File: src/rtl/fetch_unit.sv
// rtl/fetch_unit.sv - instruction fetch unit: PC sequencing, cache handshake, redirect, instruction queue
module fetch_unit #(
  parameter logic [31:0] RESET_PC = 32'h0000_0000,
  parameter int          QDEPTH   = 4
) (
  input  logic        clk,
  input  logic        rst,
  output logic [31:0] fetch_adr_o,
  output logic        fetch_req_o,
  input  logic [31:0] ins_i,
  input  logic        stall_i,
  input  logic        redirect_i,
  input  logic [31:0] redirect_pc_i,
  output logic        dec_valid_o,
  output logic [31:0] dec_ins_o,
  output logic [31:0] dec_pc_o,
  input  logic        dec_ready_i
);

  localparam int PW = $clog2(QDEPTH);
  localparam int CW = PW + 1;

  typedef enum logic {RUN, DROP} state_t;

  state_t        state_q, state_d;
  logic [31:0]   pc_q;
  logic [31:0]   pend_q;
  logic [CW-1:0] count_q;
  logic [PW-1:0] wr_ptr_q, rd_ptr_q;
  logic [31:0]   q_ins [QDEPTH];
  logic [31:0]   q_pc  [QDEPTH];

  logic [31:0]   target;
  logic          stalled_req;
  logic          push;
  logic          pop;

  // Redirect targets are always word aligned.
  assign target = {redirect_pc_i[31:2], 2'b00};

  // The PC register is the fetch address in both states; in DROP it still
  // holds the address of the stalled request being thrown away.
  assign fetch_adr_o = pc_q;

  // State register.
  always_ff @(posedge clk or posedge rst) begin
    if (rst) begin
      state_q <= RUN;
    end else begin
      state_q <= state_d;
    end
  end

  // Next state and request: a redirect that lands on a stalled request must
  // wait for that request to retire, so it parks in DROP.
  always_comb begin
    state_d     = state_q;
    fetch_req_o = 1'b0;
    case (state_q)
      RUN: begin
        fetch_req_o = (count_q < CW'(QDEPTH));
        if (redirect_i && fetch_req_o && stall_i) begin
          state_d = DROP;
        end
      end
      DROP: begin
        fetch_req_o = 1'b1;
        if (!stall_i) begin
          state_d = RUN;
        end
      end
      default: begin
        state_d = RUN;
      end
    endcase
    if (rst) begin
      fetch_req_o = 1'b0;
    end
  end

  // Queue handshakes; a redirect cancels both the push and the pop.
  assign stalled_req = fetch_req_o && stall_i;
  assign push        = (state_q == RUN) && fetch_req_o && !stall_i && !redirect_i;
  assign pop         = dec_valid_o && dec_ready_i && !redirect_i;

  // PC, pending target, pointers and occupancy.
  always_ff @(posedge clk or posedge rst) begin
    if (rst) begin
      pc_q     <= RESET_PC;
      pend_q   <= 32'h0;
      count_q  <= '0;
      wr_ptr_q <= '0;
      rd_ptr_q <= '0;
    end else begin
      if (redirect_i) begin
        count_q  <= '0;
        wr_ptr_q <= '0;
        rd_ptr_q <= '0;
      end else begin
        if (push) begin
          wr_ptr_q <= wr_ptr_q + 1'b1;
        end
        if (pop) begin
          rd_ptr_q <= rd_ptr_q + 1'b1;
        end
        case ({push, pop})
          2'b10:   count_q <= count_q + 1'b1;
          2'b01:   count_q <= count_q - 1'b1;
          default: count_q <= count_q;
        endcase
      end

      case (state_q)
        RUN: begin
          if (redirect_i) begin
            if (stalled_req) begin
              pend_q <= target;
            end else begin
              pc_q <= target;
            end
          end else if (push) begin
            pc_q <= pc_q + 32'd4;
          end
        end
        DROP: begin
          if (redirect_i) begin
            pend_q <= target;
          end
          if (!stall_i) begin
            pc_q <= redirect_i ? target : pend_q;
          end
        end
        default: begin
          pc_q <= pc_q;
        end
      endcase
    end
  end

  // Queue storage; entries are only visible while counted, so no reset needed.
  always_ff @(posedge clk) begin
    if (push) begin
      q_ins[wr_ptr_q] <= ins_i;
      q_pc[wr_ptr_q]  <= pc_q;
    end
  end

  assign dec_valid_o = (count_q != '0);
  assign dec_ins_o   = dec_valid_o ? q_ins[rd_ptr_q] : 32'h0;
  assign dec_pc_o    = dec_valid_o ? q_pc[rd_ptr_q]  : 32'h0;

endmodule

File: config.mk
export PLATFORM = sky130hd
export DESIGN_NAME = fetch_unit
export DESIGN_NICKNAME = d
export VERILOG_FILES = /design/src/rtl/fetch_unit.sv
export SDC_FILE = /design/constraint.sdc
export NUM_CORES = 1
export LEC_CHECK = 0
export BUFFER_PORTS_ARGS = -buffer_cell sky130_fd_sc_hd__clkbuf_2
export CAP_MARGIN = 20
export CORE_MARGIN = 3
export CORE_UTILIZATION = 40
export CTS_BUF_LIST = sky130_fd_sc_hd__clkbuf_2
export CTS_CLUSTER_SIZE = 14
export DETAILED_ROUTE_END_ITERATION = 10
export GPL_ROUTABILITY_DRIVEN = 0
export MAX_ROUTING_LAYER = met4
export SLEW_MARGIN = 0
export SYNTH_ARGS = -nofsm -noshare
export SYNTH_HDL_FRONTEND = slang
export SYNTH_SLANG_ARGS = --single-unit
File: constraint.sdc
create_clock -name clk -period 4.1 [get_ports clk]
set_input_delay 0 -clock clk [delete_from_list [all_inputs] [get_ports clk]]
set_output_delay 0 -clock clk [all_outputs]
set_load 0.02 [all_outputs]
; ---- Word level (Yosys, flattened, before mapping)
; Memory sizes are Yosys's and may differ from the RTL's.
; Cells that the tools add are included.
[totals]
regBits = 72
ram_bits = 256
inputBits = 69
word_cells = 62
memories = 2
[memory_table]
columns = name, words, word_bits, rd, rd_clocked_by_memory_dff, write_ports, line
row1 = q_ins, 4, 32, 1, 0, 1, 30  ; logic [31:0] q_ins [QDEPTH];
row2 = q_pc, 4, 32, 1, 0, 1, 31  ; logic [31:0] q_pc [QDEPTH];
[op_classes]
n_addsub = 5
order_cmp = 1
eq_ne = 7
n_mux = 24
n_bitwise = 1
reduce_logical = 16
[ops]
columns = op, count
row1 = 2-to-1 mux 32 bit, 9
row2 = case mux 32 bit (2 select lines), 2
row3 = adder 32 x 3 -> 32 bit (second input constant), 1
row4 = logical AND 1 bit, 8
row5 = 2-to-1 mux 2 bit, 4
row6 = inequality test 2 bit (second input constant), 3
row7 = inequality test 3 bit (second input constant), 2
row8 = case mux 3 bit (2 select lines), 1
row9 = nonzero test 3 bit, 2
row10 = 2-to-1 mux 1 bit, 5
row11 = adder 2 x 1 -> 2 bit (second input constant), 2
row12 = case mux 1 bit (2 select lines), 2
row13 = nonzero test 2 bit, 2
row14 = adder 3 x 1 -> 3 bit (second input constant), 1
row15 = less-than comparator 3 bit (second input constant), 1
row16 = 2-to-1 mux 3 bit, 1
row17 = AND reduction 3 bit, 1
row18 = subtractor 3 x 1 -> 3 bit (second input constant), 1
row19 = equality test 2 x 1 -> 1 bit (second input constant), 1
row20 = equality test 2 bit (second input constant), 1
row21 = zero test 1 bit, 2
row22 = AND reduction 2 bit, 1
row23 = NOT 1 bit, 1

; ---- Depth between registers and ports, before layout
[depth]
word_depth = 9
depth_mapped = 9
ltp_nobuf = 7

; ---- Worst setup path before layout
; OpenSTA, ideal clock, no wires.
[synth_timing]
path_type = register to register
startpoint = reg state_q
endpoint = mem q_ins[0][0] (enable)
setup_ns = 0.429
t_arrival_ns = 2.905
required_ns = 3.671
slack_ns = 0.766
stages_incl_launch_ff = 6
n_path_buf = 2
synth_period_minus_slack_ns = 3.334
path_cell_list = dfrtp_1 > buf_2 > or2_2 > clkbuf_1 > nor4_1 > and2_1
[synth_via]
elab_chain_len = 8
[synth_lines]
columns = item, line
row1 = "start, declared", 25  ; state_t state_q, state_d;
row2 = "start signal, assigned", 50  ; state_q <= state_d;
row3 = NOT 1 bit, n/a
row4 = case mux 1 bit (2 select lines), 59  ; case (state_q)
row5 = 2-to-1 mux 1 bit, 76  ; if (rst) begin
row6 = logical AND 1 bit (*) (3 in series), 83  ; assign push = (state_q == RUN) && fetch_req_o && !stall_i && !redirect_i;
row7 = 2-to-1 mux 1 bit (*), 142  ; if (push) begin
row8 = 2-to-1 mux 1 bit (implied by the code) (*), 143  ; q_ins[wr_ptr_q] <= ins_i;
row9 = "end, declared", 30
; Mark *: on every way between the ends. The rest lies on a longest branch, timed or not.

; ---- Final worst setup path
[layout_timing]
startpoint = reg rd_ptr_q[0]
endpoint = out dec_pc_o[13]
[layout_via]
elab_chain_len = 2
[layout_lines]
columns = item, line
row1 = "start, declared", 29  ; logic [PW-1:0] wr_ptr_q, rd_ptr_q;
row2 = "start signal, assigned", 104  ; rd_ptr_q <= rd_ptr_q + 1'b1;
row3 = memory read (4 x 32 bit), n/a
row4 = 2-to-1 mux 32 bit, 150  ; assign dec_pc_o = dec_valid_o ? q_pc[rd_ptr_q] : 32'h0;
row5 = "end, declared", 16  ; output logic [31:0] dec_pc_o,
; No other way between the ends.

==> flow_results.org <==
** Run status
- The run finished with clean final reports.

** Floorplan
- From left edge to right edge, the die measures 191 um.
- Num ports :: 167
- Core region area :: 33600 um^2
- The floorplan has 67 rows.
- The die covers 36500 um^2.
- Starting Density :: 40.7%
- Die Y-Extent :: 191 um

** Logic synthesis
- In this run the cell area of the synthesized design comes to 13700 um^2.
- Summing the areas of all compound-gate instances in the mapped netlist gives 5.72% of the synthesized area.
- Primary FF master, synth :: sky130_fd_sc_hd__edfxtp_1
- For this run, asynchronously set or reset flops after synthesis account for 22.0%.
- Synthesis inferred 328 register bits.
- Synth top area cells :: sky130_fd_sc_hd__edfxtp_1 (56%), sky130_fd_sc_hd__dfrtp_1 (13%), sky130_fd_sc_hd__mux4_2 (11%)
- Count of unique library cells instantiated by Yosys :: 61
- Avg Cell Area, Syn :: 16.3 um^2
- Post-Synth XOR/XNOR Area :: 0.256%
- During synthesis, Yosys emitted a total of 0 warnings.
- After Yosys synthesis, and, or, nand and nor cells account for 8.85% of the synthesized area.
- Synthesized netlist net count :: 917
- Cell accounting for the most synthesized area :: sky130_fd_sc_hd__edfxtp_1
- Summing the areas of all fa, ha and maj instances in the mapped netlist gives 0.603% of the synthesized area.
- Synth Instances :: 842
- The share of synthesized area in the top cell type comes to 56.1%.
- Share of synthesized area spent on multiplexers :: 13.3%
- By area, the combinational part of the netlist is dominated by multiplexers.
- Sequential elements use 69.3% of the synthesized area.
- Number of synthesized flops with an enable pin :: 256

** Power
- Power density over cell area :: 565 nW/um^2
- Per report_power, the sequential group accounts for 46.4% of the total.
- Sw frac :: 37.0%
- Summed over all nets, the switching power comes to 3.59 mW.
- Combinational cells account for 31.5% of the total power.
- Clk network pwr share :: 22.1%
- In this run the static leakage power is 6.41 nW.
- The internal power of the cells totals 6.11 mW.
- Peak VDD IR :: 0.257 mV

** Timing
- Final Hold Fails :: 0
- Post-Route Hold Slack :: 0.105 ns
- Slew Limit Fails :: 0
- The smallest clock period supported by the final layout is computed as 3.09 ns.
- Worst clock skew :: 0.0955 ns
- At the pin with the least slew margin, the transition time is 1.02 ns.
- Max Freq :: 0.323 GHz
- In this run the tightest slew margin relative to its limit is 32.3%.
- Unrepaired setup endpoints after global routing :: false
- Summed over all failing endpoints, the final setup total negative slack is 0 ns.
- Dividing the final minimum period by the clock period gives 75.4%.
- Number of failing setup endpoints in the final timing report :: 0

** Global routing
- GRT Total Usage :: 18.5%
- Pin count of the biggest net entering global routing :: 66
- Via count of the first global-routing pass :: 9021
- The initial antenna violation count came to 2.
- The first global-routing pass estimated 50.6 mm of wire.
- Summed over all layers, the global routing overflow is 0.

** CTS
- The H-tree generated during clock tree synthesis spans 3 levels.
- Clock latency on the worst-skew pair, taken at its later pin, is 0.92 ns.
- For this design, the sink count on the clock tree is 328.
- TritonCTS built the clock tree.
- TritonCTS created 87 clock buffers.
- The clock passes through at most 3 buffers.
- The tree is rooted in a sky130_fd_sc_hd__clkbuf_2.
- Worst-path clk slew :: 0.11 ns

** Drt
- Detail-routed via count per cell :: 5.13
- The detail route stage leaves a number of antenna-violating nets equal to 0.
- In the routed design, unresolved DRC markers number 0.
- Average wire per standard cell :: 18.9 um
- The routed layout has 8741 vias.
- Number of DRC markers after the initial detailed-route iteration :: 645
- The final layout contains routed wiring with a total length of 32.1 mm.
- The first detailed-routing pass ran for 5 iterations.

** Placed design
- Input and output buffers added on the ports amount to 164.
- The HPWL after detailed placement is 18.9 mm.

** Cells and area
- Most frequent standard cell in the layout excluding fill and tap cells :: sky130_fd_sc_hd__clkbuf_2
- Leaving out fill and tap cells, the most frequent cells in the layout are sky130_fd_sc_hd__clkbuf_2 (290), sky130_fd_sc_hd__edfxtp_1 (256), sky130_fd_sc_hd__dlygate4sd3_1 (132).
- Fill cell instance count of the final layout :: 2925
- The net count of the finished layout is 1265.
- Area growth syn-to-layout :: 25.1%
- Share of post-route cells with drive strength above 1 :: 34.2%

** Worst setup path
- The worst setup path is launched from a flop.
- The worst setup path is of the flop to output pin kind.
- Maximum fanout encountered on the critical timing path :: 34
- Required time at the worst-slack endpoint :: 4.10 ns
- The worst setup path is captured at an output pin.
- STA puts the critical path data arrival time at 3.09 ns.

** Min path
- Path type of the worst min-delay path :: input port to flop

** Run
- Max capacitance violation total :: 0
[stage by stage]
stage / utilization, % / setup WS [ns] / std cells / total power [mW] / instance area, um^2
2_1_floorplan: - / 0.766 / 842 / 6.44 / 13700
3_3_place_gp: 44.7 / 1.13 / 1416 / 7.58 / 15000
3_5_place_dp: 44.8 / 1.07 / 1417 / 7.61 / 15100
4_1_cts: 51.0 / 0.774 / 1701 / 9.88 / 17100
5_1_grt: 51.0 / 0.653 / 1703 / 10.4 / 17100
6_report: 51.0 / 1.01 / 1703 / 9.69 / 17100
[worst max-delay path: stages (launching register included)]
cell                       delay [ns]
sky130_fd_sc_hd__dfrtp_4         0.89
sky130_fd_sc_hd__buf_12          0.38
sky130_fd_sc_hd__mux4_2          0.54
sky130_fd_sc_hd__and2_1          0.20
sky130_fd_sc_hd__clkbuf_2        0.16
[area by class of cell]
cell class              instances  area, um^2  area share [%]
clock inverters                26         123           0.715
multi-input cells             451        3960            23.1
flip-flops and latches        328        9500            55.4
clock buffers                 126         631            3.68
well taps                     448         561            3.27
inverters                      10        37.5           0.219
diodes                          2        5.00          0.0292
repair buffers                312        2320            13.6
[per-layer routing]
metal  vias to the layer above  wire [um]  global-route usage [%]
met5                         -          0                       -
met1                      4386      14300                    24.6
li1                       4056          -                       -
met4                         0        444                    5.31
met2                       250      15300                    28.2
met3                        49       2050                    4.88
[cell usage after synthesis, drive strengths merged (4+ instances only)]
library cell	n
a21oi	21
a22o	6
a22oi	4
a31oi	8
and2	72
and3	16
and4	6
buf	27
clkbuf	26
dfrtp	72
edfxtp	256
ha	5
inv	10
mux2	30
mux2i	4
mux4	64
nand2	45
nand3	13
nand4	12
nor2	32
nor3	4
nor4	9
o211ai	4
o21ai	53
o31ai	4
[repair_timing]
action                     4_1_cts  5_1_grt
gates resized for setup          0        0
hold endpoints to repair       397        0
setup buffers                    0        0
hold buffers                   132        0
setup endpoints to repair        0        0
[worst paths after layout]
check / from / end / slack (ns) / depth (start not counted)
worst max-delay path: rd_ptr_q[0] / dec_pc_o[13] / 1.01 / 4
worst min-delay path: stall_i / state_q / 0.10 / 4
worst max register to register: state_q / q_pc[0][0] / 1.06 / 4
worst min register to register: pend_q[1] / pend_q[1] / 0.50 / 1
max in group asynchronous: rst / pend_q[5] / 2.83 / 6
min in group asynchronous: rst / pend_q[17] / 0.27 / 4
[state kept, by name, summed over array words and instances, names as in the netlist]
signal / cells
state_q: 1
fetch_adr_o: 32
count_q: 3
rd_ptr_q: 2
q_pc: 128
q_ins: 128
pend_q: 32
wr_ptr_q: 2
[kinds of logic (layout without fill, tap and decap cells)]
group / after synthesis / after routing
flip-flops: 328 / 328
buffers and inverters: 63 / 474
AND/OR/NAND/NOR: 218 / 218
multiplexers: 98 / 98
adder cells (fa/ha/maj): 6 / 6
XOR/XNOR: 4 / 4
other: 0 / 2
AO/OA/AOI/OAI: 125 / 125
[power by group through the flow]
stage	sequential (mW)	combinational, mW	clock (mW)
2_1_floorplan	4.40	2.04	0
3_3_place_gp	4.57	3.01	0
3_5_place_dp	4.59	3.02	0
4_1_cts	4.51	3.13	2.24
5_1_grt	4.59	3.32	2.44
6_report	4.50	3.05	2.14
Note: power is estimated with default switching activity, not from simulation.
